`src/rtl/cu_pkg.sv`:
```
// Shared types and encodings for the multi-cycle control unit.
package cu_pkg;

   // Sequencer states.
   typedef enum logic [2:0] {
      ST_FETCH  = 3'd0,
      ST_DECODE = 3'd1,
      ST_EXEC   = 3'd2,
      ST_MEM    = 3'd3,
      ST_WB     = 3'd4,
      ST_HALTED = 3'd5
   } state_t;

   // Decoded instruction kind; K_ILL retires like a NOP but flags illegal.
   typedef enum logic [3:0] {
      K_ALU  = 4'd0,
      K_LDI  = 4'd1,
      K_MOV  = 4'd2,
      K_LD   = 4'd3,
      K_ST   = 4'd4,
      K_BR   = 4'd5,
      K_NOP  = 4'd6,
      K_HALT = 4'd7,
      K_ILL  = 4'd8
   } kind_t;

   // Instruction class in op[5:4].
   localparam logic [1:0] CLS_ALU = 2'b00;
   localparam logic [1:0] CLS_LS  = 2'b01;
   localparam logic [1:0] CLS_BR  = 2'b10;
   localparam logic [1:0] CLS_SYS = 2'b11;

   // Load/store class sub-codes in op[3:0].
   localparam logic [3:0] SUB_LDI = 4'b0001;
   localparam logic [3:0] SUB_MOV = 4'b0010;
   localparam logic [3:0] SUB_LD  = 4'b0100;
   localparam logic [3:0] SUB_ST  = 4'b1000;

   // Branch conditions in op[3:0]; anything else never branches.
   localparam logic [3:0] COND_ALWAYS = 4'b0000;
   localparam logic [3:0] COND_ZS     = 4'b0001;
   localparam logic [3:0] COND_ZC     = 4'b0010;
   localparam logic [3:0] COND_CS     = 4'b0011;
   localparam logic [3:0] COND_CC     = 4'b0100;

   // Status register bit positions, {V,N,Z,C}.
   localparam int SREG_C = 0;
   localparam int SREG_Z = 1;
   localparam int SREG_N = 2;
   localparam int SREG_V = 3;

   // System opcodes.
   localparam logic [5:0] OP_NOP  = 6'b110000;
   localparam logic [5:0] OP_HALT = 6'b110001;

   // Map a 6-bit opcode to the instruction kind that drives sequencing.
   function automatic kind_t decode_kind(input logic [5:0] op);
      kind_t k;
      k = K_ILL;
      case (op[5:4])
         CLS_ALU: k = K_ALU;
         CLS_LS: begin
            case (op[3:0])
               SUB_LDI: k = K_LDI;
               SUB_MOV: k = K_MOV;
               SUB_LD:  k = K_LD;
               SUB_ST:  k = K_ST;
               default: k = K_ILL;
            endcase
         end
         CLS_BR: k = K_BR;
         default: begin
            if (op == OP_NOP)
               k = K_NOP;
            else if (op == OP_HALT)
               k = K_HALT;
            else
               k = K_ILL;
         end
      endcase
      return k;
   endfunction

endpackage

```
`src/rtl/cu_branch_eval.sv`:
```
// Branch condition evaluation against the current Z and C flags.
module cu_branch_eval
   import cu_pkg::*;
(
   input  logic [3:0] i_cond,
   input  logic       i_z,
   input  logic       i_c,
   output logic       o_taken,
   output logic       o_illegal
);

   // Undefined conditions never branch and are reported as illegal.
   always_comb begin
      o_taken   = 1'b0;
      o_illegal = 1'b0;
      case (i_cond)
         COND_ALWAYS: o_taken = 1'b1;
         COND_ZS:     o_taken = i_z;
         COND_ZC:     o_taken = ~i_z;
         COND_CS:     o_taken = i_c;
         COND_CC:     o_taken = ~i_c;
         default:     o_illegal = 1'b1;
      endcase
   end

endmodule

```
`src/rtl/multicycle_cu.sv`:
```
// Multi-cycle control unit: sequences fetch/decode/execute/memory/write-back
// for the 8-bit core, owns the PC and the status register.
//
// state     | meaning
// ----------+------------------------------------------------------------
// FETCH     | latch instruction at pc into IR
// DECODE    | present register read addresses; branch/NOP/HALT retire here
// EXEC      | capture register operands and data-memory address/data
// MEM       | data-memory read (LD) or write (ST); ST retires here
// WB        | register-file write; ALU also updates SREG
// HALTED    | frozen until reset
module multicycle_cu
   import cu_pkg::*;
#(
   parameter int DATA_W = 8,
   parameter int PC_W   = 8,
   parameter int REG_AW = 3,
   parameter int DM_AW  = 3
) (
   input  logic              clk,
   input  logic              rst,
   input  logic [15:0]       instr_i,
   output logic [PC_W-1:0]   pc_o,
   output logic [REG_AW-1:0] rf_ra_o,
   output logic [REG_AW-1:0] rf_rb_o,
   input  logic [DATA_W-1:0] rf_rda_i,
   input  logic [DATA_W-1:0] rf_rdb_i,
   output logic              rf_we_o,
   output logic [REG_AW-1:0] rf_wa_o,
   output logic [DATA_W-1:0] rf_wd_o,
   output logic [DATA_W-1:0] rf_wd_hi_o,
   output logic [DATA_W-1:0] alu_a_o,
   output logic [DATA_W-1:0] alu_b_o,
   output logic [3:0]        alu_fsl_o,
   input  logic [DATA_W-1:0] alu_lo_i,
   input  logic [DATA_W-1:0] alu_hi_i,
   input  logic [3:0]        alu_flags_i,
   output logic [DM_AW-1:0]  dm_addr_o,
   output logic [DATA_W-1:0] dm_wd_o,
   output logic              dm_re_o,
   output logic              dm_we_o,
   input  logic [DATA_W-1:0] dm_rd_i,
   output logic [3:0]        sreg_o,
   output logic              halted_o,
   output logic              done_o,
   output logic              illegal_o
);

   state_t              r_state;
   state_t              w_state_nxt;
   logic [15:0]         r_ir;
   logic [PC_W-1:0]     r_pc;
   logic [3:0]          r_sreg;
   logic [DATA_W-1:0]   r_opa;
   logic [DATA_W-1:0]   r_opb;
   logic [DM_AW-1:0]    r_dm_addr;
   logic [DATA_W-1:0]   r_dm_wd;

   logic [5:0]          w_op;
   kind_t               w_kind;
   logic                w_is_alu_cls;
   logic [DATA_W-1:0]   w_imm;
   logic                w_br_taken;
   logic                w_br_ill;
   logic                w_done;
   logic                w_illegal;
   logic                w_rf_we;
   logic                w_dm_re;
   logic                w_dm_we;

   assign w_op         = r_ir[15:10];
   assign w_kind       = decode_kind(w_op);
   assign w_is_alu_cls = (w_op[5:4] == CLS_ALU);
   assign w_imm        = DATA_W'(r_ir[9:3]);

   cu_branch_eval u_branch (
      .i_cond    (w_op[3:0]),
      .i_z       (r_sreg[SREG_Z]),
      .i_c       (r_sreg[SREG_C]),
      .o_taken   (w_br_taken),
      .o_illegal (w_br_ill)
   );

   // State register.
   always_ff @(posedge clk) begin
      if (rst)
         r_state <= ST_FETCH;
      else
         r_state <= w_state_nxt;
   end

   // Next-state selection; each instruction kind takes its own path.
   always_comb begin
      w_state_nxt = r_state;
      case (r_state)
         ST_FETCH: w_state_nxt = ST_DECODE;
         ST_DECODE: begin
            case (w_kind)
               K_ALU, K_MOV, K_LD, K_ST: w_state_nxt = ST_EXEC;
               K_LDI:                    w_state_nxt = ST_WB;
               K_HALT:                   w_state_nxt = ST_HALTED;
               default:                  w_state_nxt = ST_FETCH;
            endcase
         end
         ST_EXEC: begin
            if (w_kind == K_LD || w_kind == K_ST)
               w_state_nxt = ST_MEM;
            else
               w_state_nxt = ST_WB;
         end
         ST_MEM: begin
            if (w_kind == K_LD)
               w_state_nxt = ST_WB;
            else
               w_state_nxt = ST_FETCH;
         end
         ST_WB:     w_state_nxt = ST_FETCH;
         ST_HALTED: w_state_nxt = ST_HALTED;
         default:   w_state_nxt = ST_FETCH;
      endcase
   end

   // Strobes and retire pulses from state; reset squashes them so an
   // aborted WB/MEM cycle never writes.
   always_comb begin
      w_rf_we   = 1'b0;
      w_dm_re   = 1'b0;
      w_dm_we   = 1'b0;
      w_done    = 1'b0;
      w_illegal = 1'b0;
      case (r_state)
         ST_DECODE: begin
            if (w_kind == K_BR || w_kind == K_NOP ||
                w_kind == K_HALT || w_kind == K_ILL) begin
               w_done    = 1'b1;
               w_illegal = (w_kind == K_ILL) || (w_kind == K_BR && w_br_ill);
            end
         end
         ST_MEM: begin
            w_dm_re = (w_kind == K_LD);
            w_dm_we = (w_kind == K_ST);
            w_done  = (w_kind == K_ST);
         end
         ST_WB: begin
            w_rf_we = 1'b1;
            w_done  = 1'b1;
         end
         default: ;
      endcase
      if (rst) begin
         w_rf_we   = 1'b0;
         w_dm_re   = 1'b0;
         w_dm_we   = 1'b0;
         w_done    = 1'b0;
         w_illegal = 1'b0;
      end
   end

   // Instruction register and EXEC-stage operand capture.
   always_ff @(posedge clk) begin
      if (rst) begin
         r_ir      <= '0;
         r_opa     <= '0;
         r_opb     <= '0;
         r_dm_addr <= '0;
         r_dm_wd   <= '0;
      end else begin
         if (r_state == ST_FETCH)
            r_ir <= instr_i;
         if (r_state == ST_EXEC) begin
            r_opa     <= rf_rda_i;
            r_opb     <= rf_rdb_i;
            r_dm_addr <= rf_rdb_i[DM_AW-1:0];
            r_dm_wd   <= rf_rda_i;
         end
      end
   end

   // PC advances on each retire (HALT holds it); SREG loads on ALU write-back.
   always_ff @(posedge clk) begin
      if (rst) begin
         r_pc   <= '0;
         r_sreg <= '0;
      end else begin
         if (r_state == ST_WB && w_kind == K_ALU)
            r_sreg <= alu_flags_i;
         if (w_done && w_kind != K_HALT) begin
            if (w_kind == K_BR && w_br_taken)
               r_pc <= r_ir[PC_W-1:0];
            else
               r_pc <= r_pc + PC_W'(1);
         end
      end
   end

   // Register-file address and write-data steering by instruction kind.
   always_comb begin
      rf_ra_o    = REG_AW'(r_ir[6:4]);
      rf_rb_o    = REG_AW'(r_ir[9:7]);
      rf_wa_o    = '0;
      rf_wd_o    = '0;
      rf_wd_hi_o = '0;
      if (w_is_alu_cls) begin
         rf_ra_o = REG_AW'(r_ir[9:7]);
         rf_rb_o = REG_AW'(r_ir[6:4]);
      end
      case (w_kind)
         K_ALU: begin
            rf_wa_o    = REG_AW'(r_ir[3:1]);
            rf_wd_o    = alu_lo_i;
            rf_wd_hi_o = alu_hi_i;
         end
         K_LDI: begin
            rf_wa_o = REG_AW'(r_ir[2:0]);
            rf_wd_o = w_imm;
         end
         K_MOV: begin
            rf_wa_o = REG_AW'(r_ir[9:7]);
            rf_wd_o = r_opa;
         end
         K_LD: begin
            rf_wa_o = REG_AW'(r_ir[6:4]);
            rf_wd_o = dm_rd_i;
         end
         default: ;
      endcase
   end

   assign pc_o      = r_pc;
   assign sreg_o    = r_sreg;
   assign halted_o  = (r_state == ST_HALTED);
   assign done_o    = w_done;
   assign illegal_o = w_illegal;
   assign rf_we_o   = w_rf_we;
   assign dm_re_o   = w_dm_re;
   assign dm_we_o   = w_dm_we;
   assign dm_addr_o = r_dm_addr;
   assign dm_wd_o   = r_dm_wd;
   assign alu_a_o   = r_opa;
   assign alu_b_o   = r_opb;
   assign alu_fsl_o = w_is_alu_cls ? w_op[3:0] : 4'd0;

endmodule

```
`config.mk`:
```
export PLATFORM = sky130hd
export DESIGN_NAME = multicycle_cu
export DESIGN_NICKNAME = d
export VERILOG_FILES = /design/src/rtl/cu_pkg.sv /design/src/rtl/cu_branch_eval.sv /design/src/rtl/multicycle_cu.sv
export SDC_FILE = /design/constraint.sdc
export NUM_CORES = 1
export LEC_CHECK = 0
export CAP_MARGIN = 20
export CORE_MARGIN = 2
export CORE_UTILIZATION = 41
export DETAILED_ROUTE_END_ITERATION = 12
export PLACE_DENSITY = 0.91
export SETUP_SLACK_MARGIN = 0.1
export SYNTH_ARGS = -nofsm -noshare
export SYNTH_HDL_FRONTEND = slang
export SYNTH_SLANG_ARGS = --single-unit
```
`constraint.sdc`:
```
create_clock -name clk -period 2.45 [get_ports clk]
set_input_delay 0.49 -clock clk [delete_from_list [all_inputs] [get_ports clk]]
set_output_delay 0.49 -clock clk [all_outputs]
set_load 0.01 [all_outputs]
```
==> flow_summary.ini <==
[run_status]
status = finished with violations
violations = design-rule violations

[die]
die_w_um = 85.8
fp.dieH_um = 85.8
fp.coreArea_um2 = 6420
start_util = 0.427
die_area_um2 = 7350
ios = 136
placementRows = 29

[place]
finalWeightedCongestion = 0.856
io_buffers = 135
dpl.hpwl_mm = 6.56
dpl_worst_slack_ns = 0.127

[yosys]
synth_seq_cells = 47
synthAdderAreaFrac = 0.00457
synth_enable_flop_cells = 0
synthFlopType = dfxtp_1
synthArstFlopShare = 0
synth_xor_xnor_area_share = 0.00639
synth_area_um2 = 2740
synth_top_family_by_area = simple AND/OR/NAND/NOR gates
syn_area_per_cell_um2 = 7.76
synth_mux_area_frac = 0.0689
ys_seq_area_frac = 0.343
synth-simple-area-share = 0.267
synthCells = 353
synthTopCellsByArea = dfxtp_1, nand2_1, a21oi_1
yosys.area.top_type = dfxtp_1
synth_compound_area_frac = 0.208
ys_warn_count = 0
synth_cell_type_count = 50
synth_top_area_share = 0.343
synthesis.nets = 416

[routing]
wl_mm = 9.60
dr.pass1.iters = 10
num_vias = 3134
wire_per_inst_um = 16.8
routed_via_density = 5.48
drt_iter0_drc = 234
ant_nets = 0
drc = 4

[pwr]
p_sw_mw = 0.822
power_frac_comb = 0.377
leakagePower_nw = 1.97
post-layout-total-power_mw = 2.44
power-per-cell-area_nw_per_um2 = 544
power.internal_mw = 1.62
switching_share = 0.337
ir_worst_vdd_mv = 0.339
pwr-share-clk = 0.243
seqPwrFrac = 0.380

[timing]
whs_ns = 0.466
slew_viol_final = 0
finalSetupViolCount = 0
finalHoldViolations = 0
final.setup_skew_ns = 0.00789
worst_slew_pin_slew_ns = 0.744
fin_tns_setup_ns = 0
fmax_mhz = 415
fin_crit_sh = 0.983
rsz0062_at_grt = true
finalWorstSetupSlack_ns = 0.0425
max-slew-margin-rel = 0.503
period_minus_slack_ns = 2.41

[job]
maxCapViolCount = 0

[worst_setup_path]
crit_required_ns = 1.96
worst_setup_path_end_kind = output pin
crit_arrival_ns = 1.92
slowest_stage = dfxtp_4
slowest_delay_ns = 0.37
cp_max_fo = 6
path_class = reg2out
crit_family = simple AND/OR/NAND/NOR gates
worstPathCellList = nor2_4 -> nand2_2 -> buf_6 -> nor4b_4 -> buf_4 -> a222oi_1 -> nand2_1 -> buf_2
r2r_slack_ns = 0.15
start_kind = register
path_buf_inv = 3

[clock_network]
numCtsBuffers = 5
tritoncts = yes
clk_latency_ns = 0.30
clkTransAtPathRegs_ns = 0.09
cts_hold_buffers = 0
h-tree-depth = 2
clk_path_buf_depth = 2
clock-sinks = 47
cts_root_buf = clkbuf_8

[grt]
antenna_found_initial = 0
grt_first_pass_wirelength_mm = 14.4
grt_pass1_vias = 3036
grt_max_degree = 48
grtUsageTotal = 0.244
grt_overflow = 0

[hold_path]
hp-class = reg2reg

[finish]
final_common_cell = clkdlybuf4s50_1
syn2layout_area_growth_pct = 63.7
nets = 557
diodes = 0
final_cell_mix = clkdlybuf4s50_1, nand2_1, dfxtp_1
final_layout_size_suffix_gt1_frac = 0.206
-- per-stage QoR --
| step | instances | area (um^2) | utilization |
|---|---|---|---|
| 2_1_floorplan | 353 | 2740 | - |
| 3_3_place_gp | 545 | 4120 | 0.642 |
| 4_1_cts | 565 | 4330 | 0.673 |
| 3_5_place_dp | 545 | 4120 | 0.642 |
| 6_report | 572 | 4490 | 0.699 |
| 5_1_grt | 572 | 4490 | 0.699 |
-- metal layers --
metal  wire length [um]  GRT usage  share of wire  vias up
met3                663     0.0577          0.069       18
met1               3820      0.290           0.40     1486
met4                189     0.0736          0.020        0
met2               4930      0.435           0.51      146
li1                   -          -              -     1484
met5                  0          0              0        -
-- tightest hold or removal path: cells and delay by family (launching register included) --
family	cells	cell delay [ns]
compound gates	1	0.05
flops	1	0.32
simple gates	1	0.05
-- cells in the mapped netlist (3+ instances only) --
master,n
mux2_2,7
buf_6,3
and3_1,3
buf_4,16
nor3_1,6
a21oi_1,39
nor2_1,20
dfxtp_1,47
o32ai_1,4
nand2_1,94
and2_1,13
or3_1,3
nand3_1,5
a222oi_1,11
o21ai_0,5
inv_1,12
mux2i_1,11
clkbuf_1,16
-- sequential cells by signal (all words and copies together) (netlist names) --
name     count
r_ir        16
alu_b_o      8
dm_wd_o      8
pc_o         8
sreg_o       4
r_state      3
-- power groups by stage --
stage	combinational, mW	sequential [mW]	clock (mW)
3_5_place_dp	0.877	0.928	0
5_1_grt	0.982	0.936	0.630
2_1_floorplan	0.483	0.891	0
3_3_place_gp	0.857	0.923	0
6_report	0.921	0.927	0.594
4_1_cts	0.876	0.918	0.596
-- kinds of logic after synthesis --
family | after synthesis
mux | 18
xor+xnor | 2
compound gates | 77
buf+inv | 52
fa+ha+maj | 1
flops | 47
simple gates | 156
-- layout make-up --
| class | count | area [um^2] |
|---|---|---|
| Tap cell | 77 | 96.3 |
| Fill cell | 492 | 1940 |
| Clock buffer | 5 | 68.8 |
| Timing Repair Buffer | 173 | 1660 |
| Clock inverter | 3 | 46.3 |
| Multi-Input combinational cell | 254 | 1610 |
| Inverter | 13 | 48.8 |
| Sequential cell | 47 | 956 |
-- path summary, 6_finish.rpt --
check                           startpoint         end  depth (start not counted)
worst min-delay path            alu_b_o[6]  alu_b_o[6]                          2
worst min register to register  alu_b_o[6]  alu_b_o[6]                          2
worst max register to register    r_ir[10]     pc_o[0]                         10
worst max-delay path              r_ir[10]  rf_wa_o[1]                          8
-- repair_timing --
| item | CTS | global route |
|---|---|---|
| endpoints found under the setup margin | 26 | 26 |
| resized for setup | 78 | 43 |
| pin swaps | 4 | 8 |
| setup buffers | 11 | 5 |
| cloned | 1 | 2 |
Power figures use the tool's default switching activity.
